**src/rtl/conv_result_streamer_pkg.sv**
```systemverilog
// Shared convolution package: frame geometry defaults, index width and
// the result streamer state encoding.
package conv_result_streamer_pkg;

  localparam int ROWS_DEF = 6;
  localparam int COLS_DEF = 6;
  localparam int DW_DEF   = 16;
  localparam int IDX_W    = 3;

  typedef enum logic [0:0] {
    ST_IDLE   = 1'b0,
    ST_STREAM = 1'b1
  } conv_state_e;

  function automatic logic is_last_idx(input logic [IDX_W-1:0] row,
                                       input logic [IDX_W-1:0] col,
                                       input logic [IDX_W-1:0] last_row,
                                       input logic [IDX_W-1:0] last_col);
    return (row == last_row) && (col == last_col);
  endfunction

endpackage

```
**src/rtl/conv_result_streamer_result_frame_buffer.sv**
```systemverilog
// Frame buffer: parallel capture of a whole result frame and an
// asynchronous indexed read of one word.
module result_frame_buffer
  import conv_result_streamer_pkg::*;
#(
  parameter int ROWS = ROWS_DEF,
  parameter int COLS = COLS_DEF,
  parameter int DW   = DW_DEF
) (
  input  logic                 clk,
  input  logic                 wr_en,
  input  logic signed [DW-1:0] wr_data [0:ROWS-1][0:COLS-1],
  input  logic [IDX_W-1:0]     rd_row,
  input  logic [IDX_W-1:0]     rd_col,
  output logic signed [DW-1:0] rd_data
);

  logic signed [DW-1:0] mem_r [0:ROWS-1][0:COLS-1];

  // Whole-frame capture; contents survive reset by design
  always_ff @(posedge clk) begin
    if (wr_en) begin
      mem_r <= wr_data;
    end
  end

  // Indexed read of the requested word
  always_comb begin
    rd_data = mem_r[rd_row][rd_col];
  end

endmodule

```
**src/rtl/conv_result_streamer.sv**
```systemverilog
// Converts a parallel convolution result frame into a row-major
// valid/ready word stream with back-to-back frame support.
module conv_result_streamer
  import conv_result_streamer_pkg::*;
#(
  parameter int ROWS = ROWS_DEF,
  parameter int COLS = COLS_DEF,
  parameter int DW   = DW_DEF
) (
  input  logic                 clk,
  input  logic                 reset,
  input  logic                 out_st,
  input  logic signed [DW-1:0] dout [0:ROWS-1][0:COLS-1],
  output logic                 m_valid,
  input  logic                 m_ready,
  output logic signed [DW-1:0] m_data,
  output logic [IDX_W-1:0]     m_row,
  output logic [IDX_W-1:0]     m_col,
  output logic                 m_last,
  output logic                 busy,
  output logic                 overflow
);

  localparam logic [IDX_W-1:0] LAST_ROW = IDX_W'(ROWS - 1);
  localparam logic [IDX_W-1:0] LAST_COL = IDX_W'(COLS - 1);

  conv_state_e          state_r, state_nxt_s;
  logic [IDX_W-1:0]     row_r, col_r, row_nxt_s, col_nxt_s;
  logic signed [DW-1:0] data_r, data_nxt_s, rd_data_s;
  logic                 last_r, last_nxt_s;
  logic                 overflow_r, overflow_nxt_s;
  logic                 xfer_s, last_xfer_s, capture_s;

  result_frame_buffer #(
    .ROWS (ROWS),
    .COLS (COLS),
    .DW   (DW)
  ) u_buf (
    .clk     (clk),
    .wr_en   (capture_s),
    .wr_data (dout),
    .rd_row  (row_nxt_s),
    .rd_col  (col_nxt_s),
    .rd_data (rd_data_s)
  );

  // Next state, counters and the word presented after the next edge
  always_comb begin
    state_nxt_s    = state_r;
    row_nxt_s      = row_r;
    col_nxt_s      = col_r;
    data_nxt_s     = {DW{1'b0}};
    last_nxt_s     = 1'b0;
    xfer_s         = (state_r == ST_STREAM) && m_ready;
    last_xfer_s    = xfer_s && last_r;
    capture_s      = out_st && ((state_r == ST_IDLE) || last_xfer_s);
    overflow_nxt_s = out_st && (state_r == ST_STREAM) && !last_xfer_s;

    if (capture_s) begin
      state_nxt_s = ST_STREAM;
      row_nxt_s   = {IDX_W{1'b0}};
      col_nxt_s   = {IDX_W{1'b0}};
    end else if (last_xfer_s) begin
      state_nxt_s = ST_IDLE;
      row_nxt_s   = {IDX_W{1'b0}};
      col_nxt_s   = {IDX_W{1'b0}};
    end else if (xfer_s) begin
      if (col_r == LAST_COL) begin
        col_nxt_s = {IDX_W{1'b0}};
        row_nxt_s = row_r + 3'd1;
      end else begin
        col_nxt_s = col_r + 3'd1;
        row_nxt_s = row_r;
      end
    end else begin
      state_nxt_s = state_r;
    end

    // Buffer is written on the capture edge, so the first word comes from dout
    if (state_nxt_s == ST_STREAM) begin
      data_nxt_s = capture_s ? dout[0][0] : rd_data_s;
      last_nxt_s = is_last_idx(row_nxt_s, col_nxt_s, LAST_ROW, LAST_COL);
    end else begin
      data_nxt_s = {DW{1'b0}};
      last_nxt_s = 1'b0;
    end
  end

  // Control and output registers
  always_ff @(posedge clk or posedge reset) begin
    if (reset) begin
      state_r    <= ST_IDLE;
      row_r      <= {IDX_W{1'b0}};
      col_r      <= {IDX_W{1'b0}};
      data_r     <= {DW{1'b0}};
      last_r     <= 1'b0;
      overflow_r <= 1'b0;
    end else begin
      state_r    <= state_nxt_s;
      row_r      <= row_nxt_s;
      col_r      <= col_nxt_s;
      data_r     <= data_nxt_s;
      last_r     <= last_nxt_s;
      overflow_r <= overflow_nxt_s;
    end
  end

  assign m_valid  = (state_r == ST_STREAM);
  assign busy     = (state_r == ST_STREAM);
  assign m_data   = data_r;
  assign m_row    = m_valid ? row_r : {IDX_W{1'b0}};
  assign m_col    = m_valid ? col_r : {IDX_W{1'b0}};
  assign m_last   = last_r;
  assign overflow = overflow_r;

endmodule

```
**config.mk**
```make
export PLATFORM = sky130hd
export DESIGN_NAME = conv_result_streamer
export DESIGN_NICKNAME = d
export VERILOG_FILES = /design/src/rtl/conv_result_streamer_pkg.sv /design/src/rtl/conv_result_streamer_result_frame_buffer.sv /design/src/rtl/conv_result_streamer.sv
export SDC_FILE = /design/constraint.sdc
export NUM_CORES = 1
export LEC_CHECK = 0
export CAP_MARGIN = 20
export CORE_AREA = 2 2 235 237
export DETAILED_ROUTE_END_ITERATION = 8
export DIE_AREA = 0 0 237 239
export GPL_TIMING_DRIVEN = 1
export PLACE_DENSITY = 0.73
export SYNTH_ARGS = -nofsm -noshare
export SYNTH_HDL_FRONTEND = slang
export SYNTH_SLANG_ARGS = --single-unit
```
**constraint.sdc**
```tcl
create_clock -name clk -period 20.8 [get_ports clk]
set_input_delay 4.16 -clock clk [delete_from_list [all_inputs] [get_ports clk]]
set_output_delay 4.16 -clock clk [all_outputs]
set_load 0.01 [all_outputs]
```
==> metrics.csv, run 1 <==
stage;metric;value;unit
floorplanning;pin_count;606;
timing;fin_crit_sh;38.2;%
global_route;antenna_found_initial;22;
cells_and_area;final_util;60.4;%
timing;hold_viol;0;
power;p_clk_share;32.8;%
critical_path;crit_fanout;57;
power;p_comb_share;29.5;%
floorplanning;initial_core_util;43.8;%
yosys;yosys.area.top_type;edfxtp_1;
yosys;ys_seq_area_share;75.3;%
timing;fin_tns_setup;0;ns
critical_path;reg2reg_slack;16.38;ns
yosys;synth_top_area_share;72.6;%
clock_tree;cts_buffers;61;
critical_path;critPathLaunch;m_ready;
critical_path;arrival;8.48;ns
critical_path;reg2reg_from;busy;
place;placedInstanceArea;30600;µm²
global_route;grt_pass1_wl;120000;µm
critical_path;crit_type;input port to flop;
yosys;yosys_warnings;0;
worst_hold_path;hold_path.class;flop to flop;
routing;antenna_left;0;
global_route;grt-ovfl-total;0;
timing;finalSetupViolCount;0;
floorplanning;rows;86;
run_status;status;completed;
place;portBuffers;605;
global_route;grt_max_degree;215;
timing;rsz0062_at_grt;false;
worst_hold_path;hold_path_depth;2;
yosys;netlist_area;23800;µm²
timing;relSlewSlack;14.6;%
flow_run;max_cap_violations;0;
critical_path;reg2regPathDepth;5;
clock_tree;clock_path_buffers;3;
worst_hold_path;min_to;row_r[2];
yosys;synth.area.top_cells;edfxtp_1, dfrtp_1, mux2i_1, o221ai_1, o21ai_0;
critical_path;start_kind;input port;
critical_path;worstPathRequired;21.33;ns
routing;drc_errors;0;
routing;wl;86400;µm
power;switching_share;31.6;%
floorplanning;core_area;54300;µm²
timing;finalCriticalPeriod;7.95;ns
cells_and_area;drive_gt1_share;8.94;%
cells_and_area;nFillCells;4030;
timing;max_freq;126;MHz
cells_and_area;final_cell_area;32800;µm²
routing;drt_pass1_iterations;5;
clock_tree;clk_latency;0.65;ns
worst_hold_path;holdCritStartpoint;row_r[2];
clock_tree;clockRootBuffer;clkbuf_16;
clock_tree;cts.sinks;601;
floorplanning;chipWidth;237;µm
global_route;grt_pass1_vias;16700;
clock_tree;post_cts_buffers;0;
timing;final_max_slew_viol_count;0;
yosys;avgSynthCellArea;16.4;µm²
global_route;grt_use_total;29.9;%
yosys;synth-edff-count;576;
critical_path;r2r_end;u_buf.mem_r[434];
power;power.internal;0.00249;W
yosys;syn_inst;1456;
yosys;synthArstFlopShare;4.16;%
routing;drt-initial-drc-count;1983;
cells_and_area;area_growth;37.8;%
place;gp_congestion;0.923;
timing;clock_skew;0.0279;ns
floorplanning;die_h;239;µm
power;power_switching;0.00115;W
floorplanning;die_area;56600;µm²
cells_and_area;layout_common_cells;clkdlybuf4s50_1, edfxtp_1, nand2_1, o21ai_0, clkbuf_16;
critical_path;end_kind;flop;
yosys;ys.flop_type;edfxtp_1;
clock_tree;cts_tree;built;
cells_and_area;fin_nets;2620;
routing;wire_per_inst;30.7;µm
routing;vias_per_cell;5.93;
cells_and_area;layout_commonest_cell;clkdlybuf4s50_1;
routing;via_count;16700;
yosys;synthesis.nets;2037;
power;leakagePower;11.0;nW
power;p_seq_share;37.7;%
power;vdd_drop_max;0.0871;mV
timing;worstMarginPinSlew;1.28;ns
clock_tree;ctsResizeCount;0;
clock_tree;clk_pin_slew;0.07;ns
yosys;synth.ff_latch_count;601;
yosys;synth_cell_types;67;
clock_tree;htree_levels;2;
place;hpwl;63200;µm
clock_tree;cts_hold_buffers;0;
power;powerDensity;111;nW/µm²
## through the flow
stage / hold slack (ns) / power, W / worst slack [ns] / std cells
3_3_place_gp: 0.692 / 0.00245 / 12.37 / 2675
4_1_cts: 0.745 / 0.00364 / 12.96 / 2793
2_1_floorplan: 0.613 / 0.00197 / 3.79 / 1456
3_5_place_dp: 0.723 / 0.00245 / 12.28 / 2678
6_report: 0.764 / 0.00364 / 12.85 / 2811
5_1_grt: 0.784 / 0.00375 / 12.66 / 2810
## layout make-up
class                   instances  area (µm²)  share of cell area [%]
flip-flops and latches        601       17900                    54.6
inverters                       6        35.0                   0.107
multi-input cells             743        5470                    16.7
diodes                         16        40.0                   0.122
repair buffers                626        6290                    19.2
clock inverters                40         576                    1.75
clock buffers                  75        1590                    4.84
well taps                     704         881                    2.69
## per-layer routing
layer | GRT usage [%] | part of all wire (%) | vias to the layer above | wire length (µm)
li1 | - | - | 7114 | -
met1 | 38.3 | 38 | 8305 | 33000
met2 | 49.5 | 49 | 1063 | 42200
met3 | 6.72 | 8.8 | 187 | 7640
met4 | 12.3 | 4.1 | 12 | 3510
met5 | 0 | 0.083 | - | 72
## power by group through the flow
stage	Clock, W	Combinational, W	Sequential, W
floorplan	0	0.000577	0.00140
global placement	0	0.00105	0.00140
detailed placement	0	0.00106	0.00140
CTS	0.00121	0.00106	0.00137
global route	0.00125	0.00113	0.00137
finish	0.00119	0.00107	0.00137
## state kept, by name, summed over array words and instances, names as in the netlist
name         flops
overflow         1
row_r            3
col_r            3
u_buf.mem_r    576
m_data          16
busy             1
m_last           1
## worst max-delay path, stage by stage
cell,delay (ns)
clkdlybuf4s50_1,0.59
nand2_1,0.31
o21a_2,0.73
o21ai_4,0.15
inv_6,0.49
buf_4,0.82
mux2_1,0.40
a22o_1,0.20
a32o_1,0.27
o31a_1,0.29
## Yosys cell counts, drive strengths merged (17+ instances only)
master and count:
nand2 103, o211ai 36, dfrtp 25, o21ai 84, o221ai 46, or3 18, clkbuf 62, a21oi 37
edfxtp 576, o221a 17, nor2 23, o21a 17, buf 44, o22a 17, and3 32, mux2i 48
a31oi 17, o22ai 17, mux2 50
## cell families (layout without fill, tap and decap cells)
kind of cell,Yosys count,count (layout),synth area share (%)
AO/OA/AOI/OAI,433,433,13.7
XOR/XNOR,1,1,0.0368
adder cells (fa/ha/maj),1,1,0.0525
buffers and inverters,112,747,2.09
flip-flops,601,601,75.3
multiplexers,98,98,4.38
other,0,16,0
AND/OR/NAND/NOR,210,210,4.45
## how the worst max path moves through the flow
stage / cells past startpoint / slack, ns / endpoint
2_1_floorplan: 6 / 3.79 / u_buf.mem_r[0]
3_3_place_gp: 10 / 12.37 / m_data[3]
6_report: 10 / 12.85 / m_data[4]
4_1_cts: 10 / 12.96 / m_data[4]
5_1_grt: 10 / 12.66 / m_data[3]
3_5_place_dp: 10 / 12.28 / m_data[4]
No activity file was read; power rests on OpenSTA's default activity.
==> run 2: changes to the inputs <==
--- a/config.mk
+++ b/config.mk
@@ -6,11 +6,11 @@
 export NUM_CORES = 1
 export LEC_CHECK = 0
 export CAP_MARGIN = 20
-export CORE_AREA = 2 2 235 237
+export CORE_AREA = 2 2 237 239
 export DETAILED_ROUTE_END_ITERATION = 8
-export DIE_AREA = 0 0 237 239
+export DIE_AREA = 0 0 239 241
 export GPL_TIMING_DRIVEN = 1
-export PLACE_DENSITY = 0.73
+export PLACE_DENSITY = 0.72
 export SYNTH_ARGS = -nofsm -noshare
 export SYNTH_HDL_FRONTEND = slang
 export SYNTH_SLANG_ARGS = --single-unit
==> constraint.sdc (replaced) <==
create_clock -name clk -period 8.3 [get_ports clk]
set_input_delay 1.66 -clock clk [delete_from_list [all_inputs] [get_ports clk]]
set_output_delay 1.66 -clock clk [all_outputs]
set_load 0.01 [all_outputs]
==> metrics.csv, run 2 (synthesized netlist as in run 1, its figures left out) <==
stage;metric;value;unit;change
clock_tree;clockRootBuffer;clkbuf_16;;
critical_path;critPathSlowestCell;a221oi_1;;
timing;hold_viol;0;;unchanged
floorplanning;initial_core_util;43.4;%;-0.43 points
global_route;grt_pass1_vias;16200;;-3.2%
cells_and_area;final_cell_area;32600;µm²;-0.56%
global_route;antenna_found_initial;18;;-18%
routing;vias_per_cell;5.83;;-1.7%
cells_and_area;area_growth;37.0;%;
cells_and_area;multi_input_area;5480;µm²;+0.27%
global_route;grt_use_total;28.2;%;-1.7 points
cells_and_area;final_cells;2806;;-0.18%
clock_tree;htree_levels;2;;unchanged
global_route;grt-ovfl-total;0;;unchanged
timing;relSlewSlack;18.9;%;+4.4 points
timing;finalCriticalPeriod;5.43;ns;
clock_tree;cts_buffers;61;;unchanged
timing;fin_crit_sh;65.4;%;
global_route;grt_pass1_wl;114000;µm;-4.9%
routing;wl;83800;µm;-3.0%
flow_run;max_cap_violations;0;;unchanged
routing;wire_per_inst;29.8;µm;-2.8%
timing;finalSetupViolCount;0;;unchanged
place;hpwl;61500;µm;-2.7%
clock_tree;clock_path_buffers;3;;unchanged
routing;drt-initial-drc-count;1868;;-5.8%
routing;drc_errors;0;;unchanged
global_route;grt_max_degree;210;;-2.3%
cells_and_area;top_register;u_buf.mem_r;;
worst_hold_path;hold_path.class;flop to flop;;
critical_path;arrival;5.99;ns;-2.49 ns
critical_path;worstPathRequired;8.85;ns;-12.48 ns
timing;worstMarginPinSlew;1.22;ns;-0.0654 ns
cells_and_area;final_util;59.4;%;-0.93 points
floorplanning;rows;86;;unchanged
critical_path;crit_type;input port to flop;;
critical_path;slowest_delay;0.97;ns;+0.15 ns
floorplanning;core_area;54900;µm²;+0.99%
floorplanning;pin_count;606;;unchanged
run_status;status;completed;;
routing;via_count;16400;;-1.9%
cells_and_area;seq_area;17900;µm²;unchanged
clock_tree;cts_tree;built;;
clock_tree;cts.sinks;601;;unchanged
floorplanning;die_area;57600;µm²;+1.7%
timing;final_max_slew_viol_count;0;;unchanged
cells_and_area;nFillCells;4142;;+2.8%
clock_tree;post_cts_buffers;0;;unchanged
cells_and_area;largest_register_ffs;576;;unchanged
clock_tree;clk_latency;0.63;ns;-0.02 ns
cells_and_area;drive_gt1_share;9.00;%;+0.056 points
power;leakagePower;11.0;nW;-0.57%
timing;clock_skew;0.0319;ns;+0.00400 ns
floorplanning;die_h;241;µm;+0.84%
power;p_total;0.00885;W;+140%
critical_path;start_kind;input port;;
cells_and_area;layout_commonest_cell;clkdlybuf4s50_1;;
routing;drt_pass1_iterations;6;;+1
routing;antenna_left;0;;unchanged
critical_path;crit_fanout;99;;+74%
timing;max_freq;184;MHz;
power;vdd_drop_max;0.297;mV;+240%
critical_path;end_kind;flop;;
cells_and_area;layout_common_cells;clkdlybuf4s50_1, edfxtp_1, nand2_1, o21ai_0, clkbuf_16;;
place;placedInstanceArea;30600;µm²;about the same
critical_path;crit_chain;clkdlybuf4s50_1 > nand2_1 > nor3_4 > o21ai_4 > inv_6 > mux2_1 > o21ai_0 > a221oi_1 > o31a_1;;
floorplanning;chipWidth;239;µm;+0.84%
place;dp_cells;2683;;+0.19%
clock_tree;ctsResizeCount;0;;unchanged
clock_tree;cts_hold_buffers;0;;unchanged
timing;rsz0062_at_grt;false;;
place;portBuffers;605;;unchanged
power;powerDensity;271;nW/µm²;+140%
timing;hold_slack;0.698;ns;-0.0658 ns
clock_tree;clk_pin_slew;0.06;ns;about the same
place;gp_congestion;0.951;;+3.0%
cells_and_area;fin_nets;2625;;+0.19%
-- run 2: cell count changes in the layout (fill, tap and decap cells not counted), moves of 3 or more --
cell / delta
diode_2: -3
bufinv_16: -7
clkbuf_1: -3
inv_16: -3
clkinv_4: +3
buf_4: +6
-- run 2: report_power, final --
part | internal, W | leakage [nW] | total, W | switching, W
Clock | 0.00153 | 0.943 | 0.00269 | 0.00116
Sequential | 0.00339 | 5.48 | 0.00343 | 0.0000462
Combinational | 0.00108 | 4.55 | 0.00272 | 0.00164
Total | 0.00600 | 11.0 | 0.00885 | 0.00285
-- run 2: worst max-delay path, delay by kind of cell --
family | cells | cell delay [ns]
AND/OR/NAND/NOR | 2 | 1.06
multiplexers | 1 | 0.32
buffers and inverters | 2 | 1.38
AO/OA/AOI/OAI | 4 | 1.44
-- run 2: worst paths after layout --
| check | slack (ns) | cells after the start | end | startpoint |
|---|---|---|---|---|
| setup / recovery | 2.87 | 9 | m_data[9] | m_ready |
| max in group asynchronous | 6.40 | 3 | m_data[1] | reset |
| hold reg to reg | 0.70 | 2 | m_last | col_r[2] |
| min in group asynchronous | 1.39 | 2 | m_data[14] | reset |
| hold / removal | 0.70 | 2 | m_last | col_r[2] |
| setup reg to reg | 3.87 | 9 | m_data[9] | busy |
-- run 2: metrics by stage --
| stage | TNS [ns] | setup slack, ns |
|---|---|---|
| final | 0 | 2.87 |
| after global routing | 0 | 2.86 |
| after CTS | 0 | 3.06 |
| after detailed placement | 0 | 2.39 |
| after global placement | 0 | 2.49 |
| after floorplan | -1846.60 | -3.21 |
-- run 2: area by class of cell --
cell class | count | area share (%)
inverters | 6 | 0.0959
clock buffers | 71 | 4.79
flip-flops and latches | 601 | 54.9
diodes | 13 | 0.0997
repair buffers | 631 | 19.4
well taps | 704 | 2.70
clock inverters | 37 | 1.14
multi-input cells | 743 | 16.8
-- run 2: per-layer routing --
layer | global-route usage, % | wire [µm]
met5 | 0 | 58
met4 | 9.98 | 2820
met3 | 6.37 | 7580
met2 | 47.4 | 41100
met1 | 36.2 | 32200
==> run 3: changes to the inputs <==
==> constraint.sdc (replaced) <==
create_clock -name clk -period 5.45 [get_ports clk]
set_input_delay 1.09 -clock clk [delete_from_list [all_inputs] [get_ports clk]]
set_output_delay 1.09 -clock clk [all_outputs]
set_load 0.01 [all_outputs]
==> metrics.csv, run 3 (synthesized netlist as in run 1, its figures left out) <==
stage;metric;value;unit;change
clock_tree;clk_pin_slew;0.06;ns;about the same
cells_and_area;area_growth;38.5;%;
cells_and_area;fin_nets;2651;;+0.99%
global_route;grt-ovfl-total;0;;unchanged
floorplanning;die_area;57600;µm²;unchanged
critical_path;reg2reg_slack;1.49;ns;-2.38 ns
critical_path;cp_top_family;compound AO/OA/AOI/OAI gates;;
timing;rsz0062_at_grt;false;;
timing;setup_slack;1.11;ns;-1.76 ns
timing;clock_skew;0.0193;ns;-0.0126 ns
critical_path;start_kind;input port;;
global_route;grt_max_degree;137;;-35%
routing;wire_per_inst;30.0;µm;+0.42%
routing;via_count;16400;;-0.043%
clock_tree;clockRootBuffer;clkbuf_16;;
critical_path;crit_fanout;52;;-47%
power;vdd_drop_max;0.252;mV;-15%
critical_path;arrival;4.82;ns;-1.17 ns
critical_path;end_kind;flop;;
cells_and_area;final_util;60.1;%;+0.64 points
routing;wl;85000;µm;+1.5%
timing;finalCriticalPeriod;4.34;ns;
flow_run;max_cap_violations;0;;unchanged
critical_path;critPathSlowestCell;clkdlybuf4s50_1;;
clock_tree;clock_path_buffers;3;;unchanged
run_status;status;completed;;
critical_path;reg2reg_from;busy;;
floorplanning;core_area;54900;µm²;unchanged
power;p_clk_share;31.5;%;+1.1 points
cells_and_area;layout_common_cells;clkdlybuf4s50_1, edfxtp_1, nand2_1, o21ai_0, clkbuf_16;;
power;leakagePower;11.2;nW;+1.7%
power;power.internal;0.00942;W;+57%
timing;hold_slack;0.743;ns;+0.0454 ns
timing;hold_viol;0;;unchanged
cells_and_area;largest_register_ffs;576;;unchanged
cells_and_area;top_register;u_buf.mem_r;;
clock_tree;ctsResizeCount;0;;unchanged
place;hpwl;63500;µm;+3.2%
power;p_total;0.0138;W;+56%
floorplanning;die_h;241;µm;unchanged
cells_and_area;layout_commonest_cell;clkdlybuf4s50_1;;
critical_path;r2r_end;m_data[12];;
clock_tree;clk_latency;0.61;ns;-0.02 ns
worst_hold_path;holdCritStartpoint;col_r[2];;
timing;final_max_slew_viol_count;0;;unchanged
place;gp_congestion;0.889;;-6.5%
global_route;grt_use_total;28.9;%;+0.71 points
critical_path;worstPathRequired;5.93;ns;-2.92 ns
clock_tree;cts_tree;built;;
worst_hold_path;hold_path_depth;2;;unchanged
worst_hold_path;min_to;m_last;;
global_route;grt_pass1_wl;117000;µm;+2.9%
global_route;antenna_found_initial;18;;unchanged
timing;finalSetupViolCount;0;;unchanged
power;p_comb_share;30.4;%;-0.4 points
timing;max_freq;230;MHz;
power;switching_share;31.6;%;-0.58 points
critical_path;slowest_delay;0.69;ns;-0.28 ns
critical_path;crit_chain;clkdlybuf4s50_1 > nand2_1 > o21a_2 > o21ai_4 > buf_4 > mux2_2 > a21oi_1 > o221ai_1 > o31a_1;;
place;portBuffers;605;;unchanged
worst_hold_path;hold_path.class;flop to flop;;
cells_and_area;nFillCells;4191;;+1.2%
power;power_switching;0.00435;W;+53%
floorplanning;chipWidth;239;µm;unchanged
floorplanning;initial_core_util;43.4;%;unchanged
floorplanning;rows;86;;unchanged
routing;drt_pass1_iterations;7;;+1
power;p_seq_share;38.1;%;-0.7 points
timing;relSlewSlack;44.0;%;+25 points
critical_path;path_buf_inv;2;;unchanged
floorplanning;pin_count;606;;unchanged
critical_path;crit_type;input port to flop;;
timing;worstMarginPinSlew;0.840;ns;-0.376 ns
clock_tree;post_cts_buffers;0;;unchanged
power;powerDensity;418;nW/µm²;+54%
routing;drt-initial-drc-count;1781;;-4.7%
global_route;grt_pass1_vias;16600;;+2.4%
timing;fin_crit_sh;79.6;%;
place;place_ws;0.494;ns;-1.90 ns
routing;antenna_left;0;;unchanged
cells_and_area;drive_gt1_share;9.91;%;+0.91 points
clock_tree;cts_hold_buffers;0;;unchanged
clock_tree;cts_buffers;67;;+9.8%
timing;fin_tns_setup;0;ns;unchanged
clock_tree;htree_levels;3;;+1
routing;vias_per_cell;5.77;;-1.1%
critical_path;reg2regPathDepth;8;;-1
routing;drc_errors;0;;unchanged
clock_tree;cts.sinks;601;;unchanged
[run 3: per-stage QoR]
step                      cell area (µm²)  std cells
after floorplan                     23900       1456
after global routing                33000       2834
after CTS                           32900       2823
after detailed placement            30800       2704
after global placement              30800       2703
final                               33000       2837
[run 3: power by group through the flow]
| stage | logic (W) | clock network (W) | registers [W] |
|---|---|---|---|
| after global routing | 0.00440 | 0.00457 | 0.00525 |
| after floorplan | 0.00220 | 0 | 0.00532 |
| final | 0.00418 | 0.00434 | 0.00525 |
| after CTS | 0.00416 | 0.00441 | 0.00524 |
| after detailed placement | 0.00414 | 0 | 0.00534 |
| after global placement | 0.00410 | 0 | 0.00534 |
[run 3: area by class of cell]
class                           instances  area [µm²]  share of cell area (%)
Sequential cell                       601       17900                    54.4
Antenna cell                           13        32.5                  0.0987
Tap cell                              704         881                    2.67
Clock inverter                         36         309                   0.937
Inverter                                6        31.3                  0.0949
Timing Repair Buffer                  651        6530                    19.8
Multi-Input combinational cell        743        5480                    16.6
Clock buffer                           83        1780                    5.40
[run 3: tightest hold or removal path: stages, from the launching register on]
cell      delay, ns
dfrtp_1        0.45
nand3b_4       0.17
nor4_1         0.08
[run 3: how the worst max path moves through the flow]
stage	from	end	slack, ns	depth (start not counted)
5_1_grt	m_ready	m_data[7]	1.02	10
2_1_floorplan	m_ready	u_buf.mem_r[0]	-5.49	6
6_report	m_ready	m_data[12]	1.11	9
3_5_place_dp	m_ready	m_data[12]	0.49	9
3_3_place_gp	m_ready	m_data[12]	0.57	9
4_1_cts	m_ready	m_data[12]	1.16	9
[run 3: per-layer routing]
layer	track usage, %	part of all wire (%)	wire length (µm)
met1	36.5	38	32700
met2	49.3	50	42700
met3	6.97	8.6	7350
met4	9.38	2.7	2280
met5	0	0.071	60
